$ cat src/rtl/stall_scheduler.sv
// rtl/stall_scheduler.sv - pipeline stall/flush scheduler with memory and mul/div wait FSM
module stall_scheduler #(
  parameter logic [7:0] MEM_TIMEOUT = 8'd255,
  parameter int         CNT_W       = 16
) (
  input  logic             clk,
  input  logic             rstn,
  input  logic             load_stall_ID,
  input  logic             Branch_ID,
  input  logic             mem_req_MEM,
  input  logic             mem_ack,
  input  logic             mdu_op_EXE,
  input  logic             mdu_done,
  output logic             PC_EN_IF,
  output logic             reg_FD_EN,
  output logic             reg_DE_EN,
  output logic             reg_EM_EN,
  output logic             reg_MW_EN,
  output logic             reg_FD_flush,
  output logic             reg_DE_flush,
  output logic             reg_EM_flush,
  output logic             reg_MW_flush,
  output logic             mdu_go,
  output logic             mem_timeout,
  output logic [CNT_W-1:0] stall_cnt,
  output logic [1:0]       state
);

  typedef enum logic [1:0] {
    RUN      = 2'd0,
    MEM_WAIT = 2'd1,
    EXE_WAIT = 2'd2,
    ABORT    = 2'd3
  } state_t;

  state_t     cur_state;
  state_t     nxt_state;
  logic [7:0] wait_cnt;
  logic       mem_busy;
  logic       mdu_busy;

  assign state = cur_state;

  // A memory access still outstanding freezes the front of the pipe in every
  // state except the one-cycle abort, which itself drains everything.
  assign mem_busy = mem_req_MEM & ~mem_ack & (cur_state != ABORT);
  assign mdu_busy = ~mdu_done & ((cur_state == EXE_WAIT) |
                                 ((cur_state == RUN) & mdu_op_EXE));

  // FSM state register
  always_ff @(posedge clk or negedge rstn) begin
    if (!rstn) cur_state <= RUN;
    else       cur_state <= nxt_state;
  end

  // Memory wait counter: held at zero outside MEM_WAIT, so every entry starts at 0
  always_ff @(posedge clk or negedge rstn) begin
    if (!rstn)                      wait_cnt <= 8'd0;
    else if (cur_state != MEM_WAIT) wait_cnt <= 8'd0;
    else                            wait_cnt <= wait_cnt + 8'd1;
  end

  // Saturating count of cycles in which instruction fetch is held
  always_ff @(posedge clk or negedge rstn) begin
    if (!rstn)
      stall_cnt <= '0;
    else if (!PC_EN_IF && (stall_cnt != {CNT_W{1'b1}}))
      stall_cnt <= stall_cnt + {{(CNT_W-1){1'b0}}, 1'b1};
  end

  // Next-state, enables/flushes and pulses in priority order
  always_comb begin
    nxt_state    = cur_state;
    PC_EN_IF     = 1'b1;
    reg_FD_EN    = 1'b1;
    reg_DE_EN    = 1'b1;
    reg_EM_EN    = 1'b1;
    reg_MW_EN    = 1'b1;
    reg_FD_flush = 1'b0;
    reg_DE_flush = 1'b0;
    reg_EM_flush = 1'b0;
    reg_MW_flush = 1'b0;
    mem_timeout  = 1'b0;
    mdu_go       = 1'b0;

    case (cur_state)
      RUN: begin
        if (mem_busy) begin
          nxt_state = MEM_WAIT;
        end else if (mdu_op_EXE && !mdu_done) begin
          nxt_state = EXE_WAIT;
          mdu_go    = 1'b1;
        end
      end
      MEM_WAIT: begin
        if (mem_ack)                       nxt_state = RUN;
        else if (wait_cnt == MEM_TIMEOUT)  nxt_state = ABORT;
      end
      EXE_WAIT: begin
        if (mdu_done) nxt_state = RUN;
      end
      default: begin
        nxt_state = RUN;
      end
    endcase

    if (cur_state == ABORT) begin
      mem_timeout  = 1'b1;
      PC_EN_IF     = 1'b0;
      reg_FD_flush = 1'b1;
      reg_DE_flush = 1'b1;
      reg_EM_flush = 1'b1;
      reg_MW_flush = 1'b1;
    end else if (mem_busy) begin
      PC_EN_IF     = 1'b0;
      reg_FD_EN    = 1'b0;
      reg_DE_EN    = 1'b0;
      reg_EM_EN    = 1'b0;
      reg_MW_flush = 1'b1;
    end else if (mdu_busy) begin
      PC_EN_IF     = 1'b0;
      reg_FD_EN    = 1'b0;
      reg_DE_EN    = 1'b0;
      reg_EM_flush = 1'b1;
    end else if (load_stall_ID) begin
      PC_EN_IF     = 1'b0;
      reg_FD_EN    = 1'b0;
      reg_DE_EN    = 1'b0;
      reg_DE_flush = 1'b1;
    end else if (Branch_ID) begin
      reg_FD_flush = 1'b1;
    end
  end

endmodule

$ cat config.mk
export PLATFORM = sky130hd
export DESIGN_NAME = stall_scheduler
export DESIGN_NICKNAME = d
export VERILOG_FILES = /design/src/rtl/stall_scheduler.sv
export SDC_FILE = /design/constraint.sdc
export NUM_CORES = 1
export LEC_CHECK = 0
export CORE_MARGIN = 8
export CORE_UTILIZATION = 43
export CTS_CLUSTER_DIAMETER = 150
export DETAILED_ROUTE_END_ITERATION = 10
export MAX_ROUTING_LAYER = met4
export PLACE_DENSITY_LB_ADDON = 0.1
export SKIP_LAST_GASP = 1
export SYNTH_ARGS = -nofsm -noshare
export SYNTH_HDL_FRONTEND = slang
export SYNTH_SLANG_ARGS = --single-unit
export TNS_END_PERCENT = 1
$ cat constraint.sdc
create_clock -name clk -period 1.75 [get_ports clk]
set_clock_uncertainty 0.15 [all_clocks]
set_input_delay 0.2625 -clock clk [delete_from_list [all_inputs] [get_ports clk]]
set_output_delay 0.2625 -clock clk [all_outputs]
set_load 0.005 [all_outputs]
Yosys cells after proc, flatten, opt, wreduce, memory -nomap -nowiden
Cells that the tools add are included. Widths: inputs -> output; s select.

Div/mod/pow operators: 0. Shift-type cells: 0. Multipliers: 0. Magnitude comparators: 0. Bitwise gates (word level): 7. Add/subtract/negate cells: 2. Mux-type cells: 32. Eq/ne operators: 10. Reductions and logical operators: 6.

Operators with widths (count): $mux 1 (25); $add 16x1->16 const B (1); $ne 16x16->1 const B (1); $mux 2 (5); $add 8x1->8 const B (1); $eq 8x8->1 const B (1); $mux 8 (1); $pmux 2 s3 (1); $and 1x1->1 (4); $eq 2x2->1 const B (2); $ne 2x2->1 const B (2); $ne 3x2->1 const B (1); $ne 3x3->1 const B (1); $reduce_and 3->1 (1); $eq 2x1->1 const B (1); $logic_and 1x1->1 (2); $logic_not 1->1 (2); $logic_not 2->1 (1); $ne 2x1->1 const B (1); $not 1->1 (2); $or 1x1->1 (1).

Logic and storage cells: 60. Memories: 0. Bits in writable memories: 0. Output and inout bits: 29. Bits in read-only memories: 0. Bits in latches: 0. Register bits: 26. Input bits: 8.

Logic depth before layout (Yosys ltp)
Depth in word-level cells: 9. Gate-level depth with buffers: 6. Gate-level depth less buffers: 6.

Least setup slack after synthesis
No wires, ideal clock.

Path type: flip-flop to flip-flop. From: register cur_state[0], in the netlist state[0]. To: register stall_cnt[12]. Path buffers: 1. Required time: 1474 ps. Data arrival time: 1569 ps. Setup time: 126 ps. Stages on the path, launching flop included: 7. Clock period less this slack: 1846 ps. Slack: -96 ps. Cell sequence: dfrtp_1 -> buf_6 -> nor2b_4 -> o22ai_2 -> and2_4 -> or4_4 -> xnor2_2.

Longest elaborated chain between the ends: 9. Elaborated cells on any way between the ends: 13. Classes of those cells: eq/ne: 3; mux: 3; bitwise: 4; reduce/logical: 3.

Ends and longest elaborated chain: from (decl) (RTL line 36) `state_t cur_state;`; from (signal assigned) (RTL line 53) `else cur_state <= nxt_state;`; $logic_not 2->1 (RTL line 48) `((cur_state == RUN) & mdu_op_EXE));`; $and 1x1->1 (RTL line 48); $or 1x1->1 (RTL line 47) `assign mdu_busy = ~mdu_done & ((cur_state == EXE_WAIT) |`; $and 1x1->1 (RTL line 47); $mux 1 (RTL line 120) `end else if (mdu_busy) begin`; $mux 1 (RTL line 114) `end else if (mem_busy) begin`; $mux 1 * (RTL line 107) `if (cur_state == ABORT) begin`; via PC_EN_IF (RTL line 14) `output logic PC_EN_IF,`; $logic_not 1->1 * (RTL line 67) `else if (!PC_EN_IF && (stall_cnt != {CNT_W{1'b1}}))`; $logic_and 1x1->1 * (RTL line 67); to (signal assigned) (RTL line 68) `stall_cnt <= stall_cnt + {{(CNT_W-1){1'b0}}, 1'b1};`; to (decl) (RTL line 25) `output logic [CNT_W-1:0] stall_cnt,`.

Mark *: on every way through the listed nets, which the timed path passes. The rest lies on a longest branch. A chain may end at the register's enable or synchronous reset.

Worst setup path in the final report
From: register cur_state[1], in the netlist state[1]. To: output port reg_EM_flush.

Longest elaborated chain between the ends: 7. Elaborated cells on any way between the ends: 11. Classes of those cells: eq/ne: 3; mux: 3; bitwise: 4; reduce/logical: 1.

Ends and longest elaborated chain: $logic_not 2->1 (RTL line 48); $and 1x1->1 (RTL line 48); $or 1x1->1 (RTL line 47); $and 1x1->1 (RTL line 47); $mux 1 (RTL line 120); $mux 1 (RTL line 114); $mux 1 * (RTL line 107); to (decl) (RTL line 21) `output logic reg_EM_flush,`.

Mark *: on every way between the ends. The rest lies on a longest branch, timed or not.

==> flow_summary.toml <==
[outcome]
status = "finished, violations left"
violations = "setup timing"

[critical_path]
reg2reg_to = "stall_cnt[1]"
rr_startpoint = "stall_cnt[0]"
critPathCapture = "reg_EM_flush"
required_ns = 1.34
crit_slowest_cell = "dfrtp_1"
ff2ff_path_depth = 6
crit_start = "state[1]"
worstPathMaxFanout = 4
cp-start-kind = "flop"
cpPeakStageDelay_ns = 0.43
worst_ep_arrival_time_ns = 1.53
worstSetupPathType = "reg -> out"
r2r_setup_slack_ns = -0.09
crit_path_end_kind = "output port"
path_cells = "buf_4 -> buf_2 -> o22a_2 -> dlygate4sd2_1"

[clock_network]
cts_made_buffers = 3
clk_latency_ns = 0.33
cts_tree = "done"
cts_sinks = 26
path_clk_slew_ns = 0.14
cts_buffer_depth = 2
h-tree-depth = 1
hold_buffers = 0
root_buffer = "clkbuf_4"

[pwr]
peakVddDrop_mv = 0.7891
power_leakage_nw = 0.9595
power_density_mw_per_mm2 = 877.5

[global_routing]
grt_pass1_wl_mm = 5.699
grt.overflow.total = 0
antenna_found_initial = 0
grt_pass1_vias = 1259
grtUsageTotal = 0.1412
grt_max_degree = 27

[floorplan]
die_h_um = 72.19
die_area_mm2 = 0.005211
num_rows = 20
initial_core_util = 0.4483
die_w_um = 72.19
core-area_mm2 = 0.003028
io_pins = 37

[place]
io_buffers = 35
dp_hpwl_mm = 2.563
dp_cells = 237
place_congestion = 0.8780

[timing]
fmax_mhz = 515.6
setup_tns_ns = -2.277
fin_crit_sh = 1.108
drv_slew = 0
hold_viol = 0
setup_violations = 24
timing.final.ws_setup_ns = -0.1895
rsz0062_at_grt = "yes"
fin_crit_ns = 1.939

[layout]
fin_cells = 247
antenna_cells = 0
area_growth_pct = 52.35
drive_gt1_frac = 0.2808
layout.nets = 214
num-fill-cells = 245

[routing]
wl_mm = 3.502
routedWlPerCell_um = 14.18
vias_per_cell = 5.000
drc_errors = 0
dr.pass1.iters = 4
ant_nets = 0
dr.first_iter.drc_count = 40
vias = 1235

[synthesis]
synth_top_area_cell = "dfrtp_1"
syn-num-nets = 143
syn-instance-count = 133
avgSynthCellArea_um2 = 10.21
synth-seq-cells = 26
synth_warnings = 0
seq_area_frac_synth = 0.4793
synthDistinctLibCells = 38
ys_top_cells_by_area = "dfrtp_1 (48%), xnor2_1 (9.0%), nand4_1 (4.1%)"
syn-cell-area_mm2 = 0.001358
synth_top_area_share = 0.4793

[worst_hold_path]
hold_path.class = "in -> async"

[job]
drv_cap = 0
## Yosys cell counts
cell type / count
a21o_1: 1
a21oi_1: 4
a21oi_2: 1
a32o_1: 1
a41o_1: 1
and2_4: 1
and2b_1: 1
and3_1: 5
and4_1: 2
buf_2: 1
buf_4: 2
buf_6: 1
clkbuf_1: 2
conb_1: 1
dfrtp_1: 26
ha_1: 2
inv_1: 4
mux2_2: 1
nand2_1: 12
nand2b_1: 1
nand3_1: 7
nand4_1: 9
nor2_1: 10
nor2b_4: 1
nor3_1: 2
nor4_1: 3
o2111ai_1: 1
o211ai_1: 1
o21a_1: 1
o21ai_0: 3
o22a_2: 1
o22ai_2: 1
or2b_1: 1
or3_1: 1
or4_4: 1
xnor2_1: 14
xnor2_2: 1
xor2_1: 5
## registers in the layout (all words and copies together), names as in the netlist
register and flops:
stall_cnt 16, state 2, wait_cnt 8
## metrics by stage
| step | hold WS (ns) | total power [W] | util | area, µm² | worst slack (ns) |
|---|---|---|---|---|---|
| after global placement | 0.3148 | 0.001472 | 0.6488 | 1964 | -0.5580 |
| after CTS | 0.1510 | 0.001816 | 0.6723 | 2036 | -0.1720 |
| after global routing | 0.1618 | 0.001932 | 0.6831 | 2068 | -0.2676 |
| after floorplan | -0.1831 | 0.001037 | - | 1365 | -0.07472 |
| after detailed placement | 0.3324 | 0.001504 | 0.6488 | 1964 | -0.5916 |
| final | 0.1442 | 0.001815 | 0.6831 | 2068 | -0.1895 |
## layout make-up
type / instances / area, µm² / area share
inverter: 4 / 15.01 / 0.007260
timing repair buffer: 72 / 626.9 / 0.3031
clock buffer: 4 / 36.28 / 0.01754
tap: 44 / 55.05 / 0.02662
sequential: 26 / 651.9 / 0.3152
multi-input combinational: 97 / 683.2 / 0.3303
## worst min path at each step
stage                      startpoint  depth (start not counted)       endpoint
after floorplan                  rstn                          0   stall_cnt[0]
after global placement    wait_cnt[0]                          1    wait_cnt[0]
after detailed placement  wait_cnt[0]                          1    wait_cnt[0]
after CTS                        rstn                          2  stall_cnt[12]
after global routing             rstn                          2  stall_cnt[12]
final                            rstn                          2  stall_cnt[12]
## report_power, final
group	internal (W)	switching, W
sequential	0.000691	0.0000789
clock	0.000127	0.000182
combinational	0.000452	0.000283
total	0.00127	0.000544
## worst max-delay path: cells and delay by family, from the launching register on
family / cells / cell delay (ns)
flip-flops: 1 / 0.43
buffers and inverters: 3 / 0.54
AO/OA/AOI/OAI: 1 / 0.23
## cell families after synthesis
logic type | count (synthesis) | share of synthesized area
simple gates | 57 | 0.2304
xor+xnor | 20 | 0.1346
mux | 1 | 0.008294
compound gates | 16 | 0.08664
other cells | 1 | 0.002762
buf+inv | 10 | 0.03962
fa+ha+maj | 2 | 0.01843
flops | 26 | 0.4793
## per-layer routing
layer / share of wire / wire (µm) / up-vias / GRT usage
li1: - / - / 606 / -
met1: 0.43 / 1510 / 575 / 0.1606
met2: 0.46 / 1601 / 45 / 0.2197
met3: 0.084 / 293 / 9 / 0.04408
met4: 0.028 / 97 / 0 / 0.07029
met5: 0 / 0 / - / -
## placed cells by master, fill, tap and decap left out, types with 2 or more instances in the layout
master	netlist	routed
buf_4	2	34
dfrtp_1	26	25
clkdlybuf4s50_1	0	24
xnor2_1	14	14
nand2_1	12	10
nor2_1	10	9
nand4_1	9	9
dlygate4sd2_1	0	8
nand3_1	7	7
xor2_1	5	5
and3_1	5	5
inv_1	4	4
a21oi_1	4	4
nor4_1	3	3
clkbuf_4	0	3
nand2_2	0	2
and4_1	2	2
o21ai_2	0	2
nor3_1	2	2
ha_1	2	2
buf_6	1	2
## timing repair
item                       4_1_cts  5_1_grt
gates cloned                     0        1
setup buffers                    3        2
gates resized for setup         21        4
hold endpoints to repair         0        0
pin swaps                        2        3
setup endpoints to repair       25       42
Note: power is estimated with default switching activity, not from simulation.
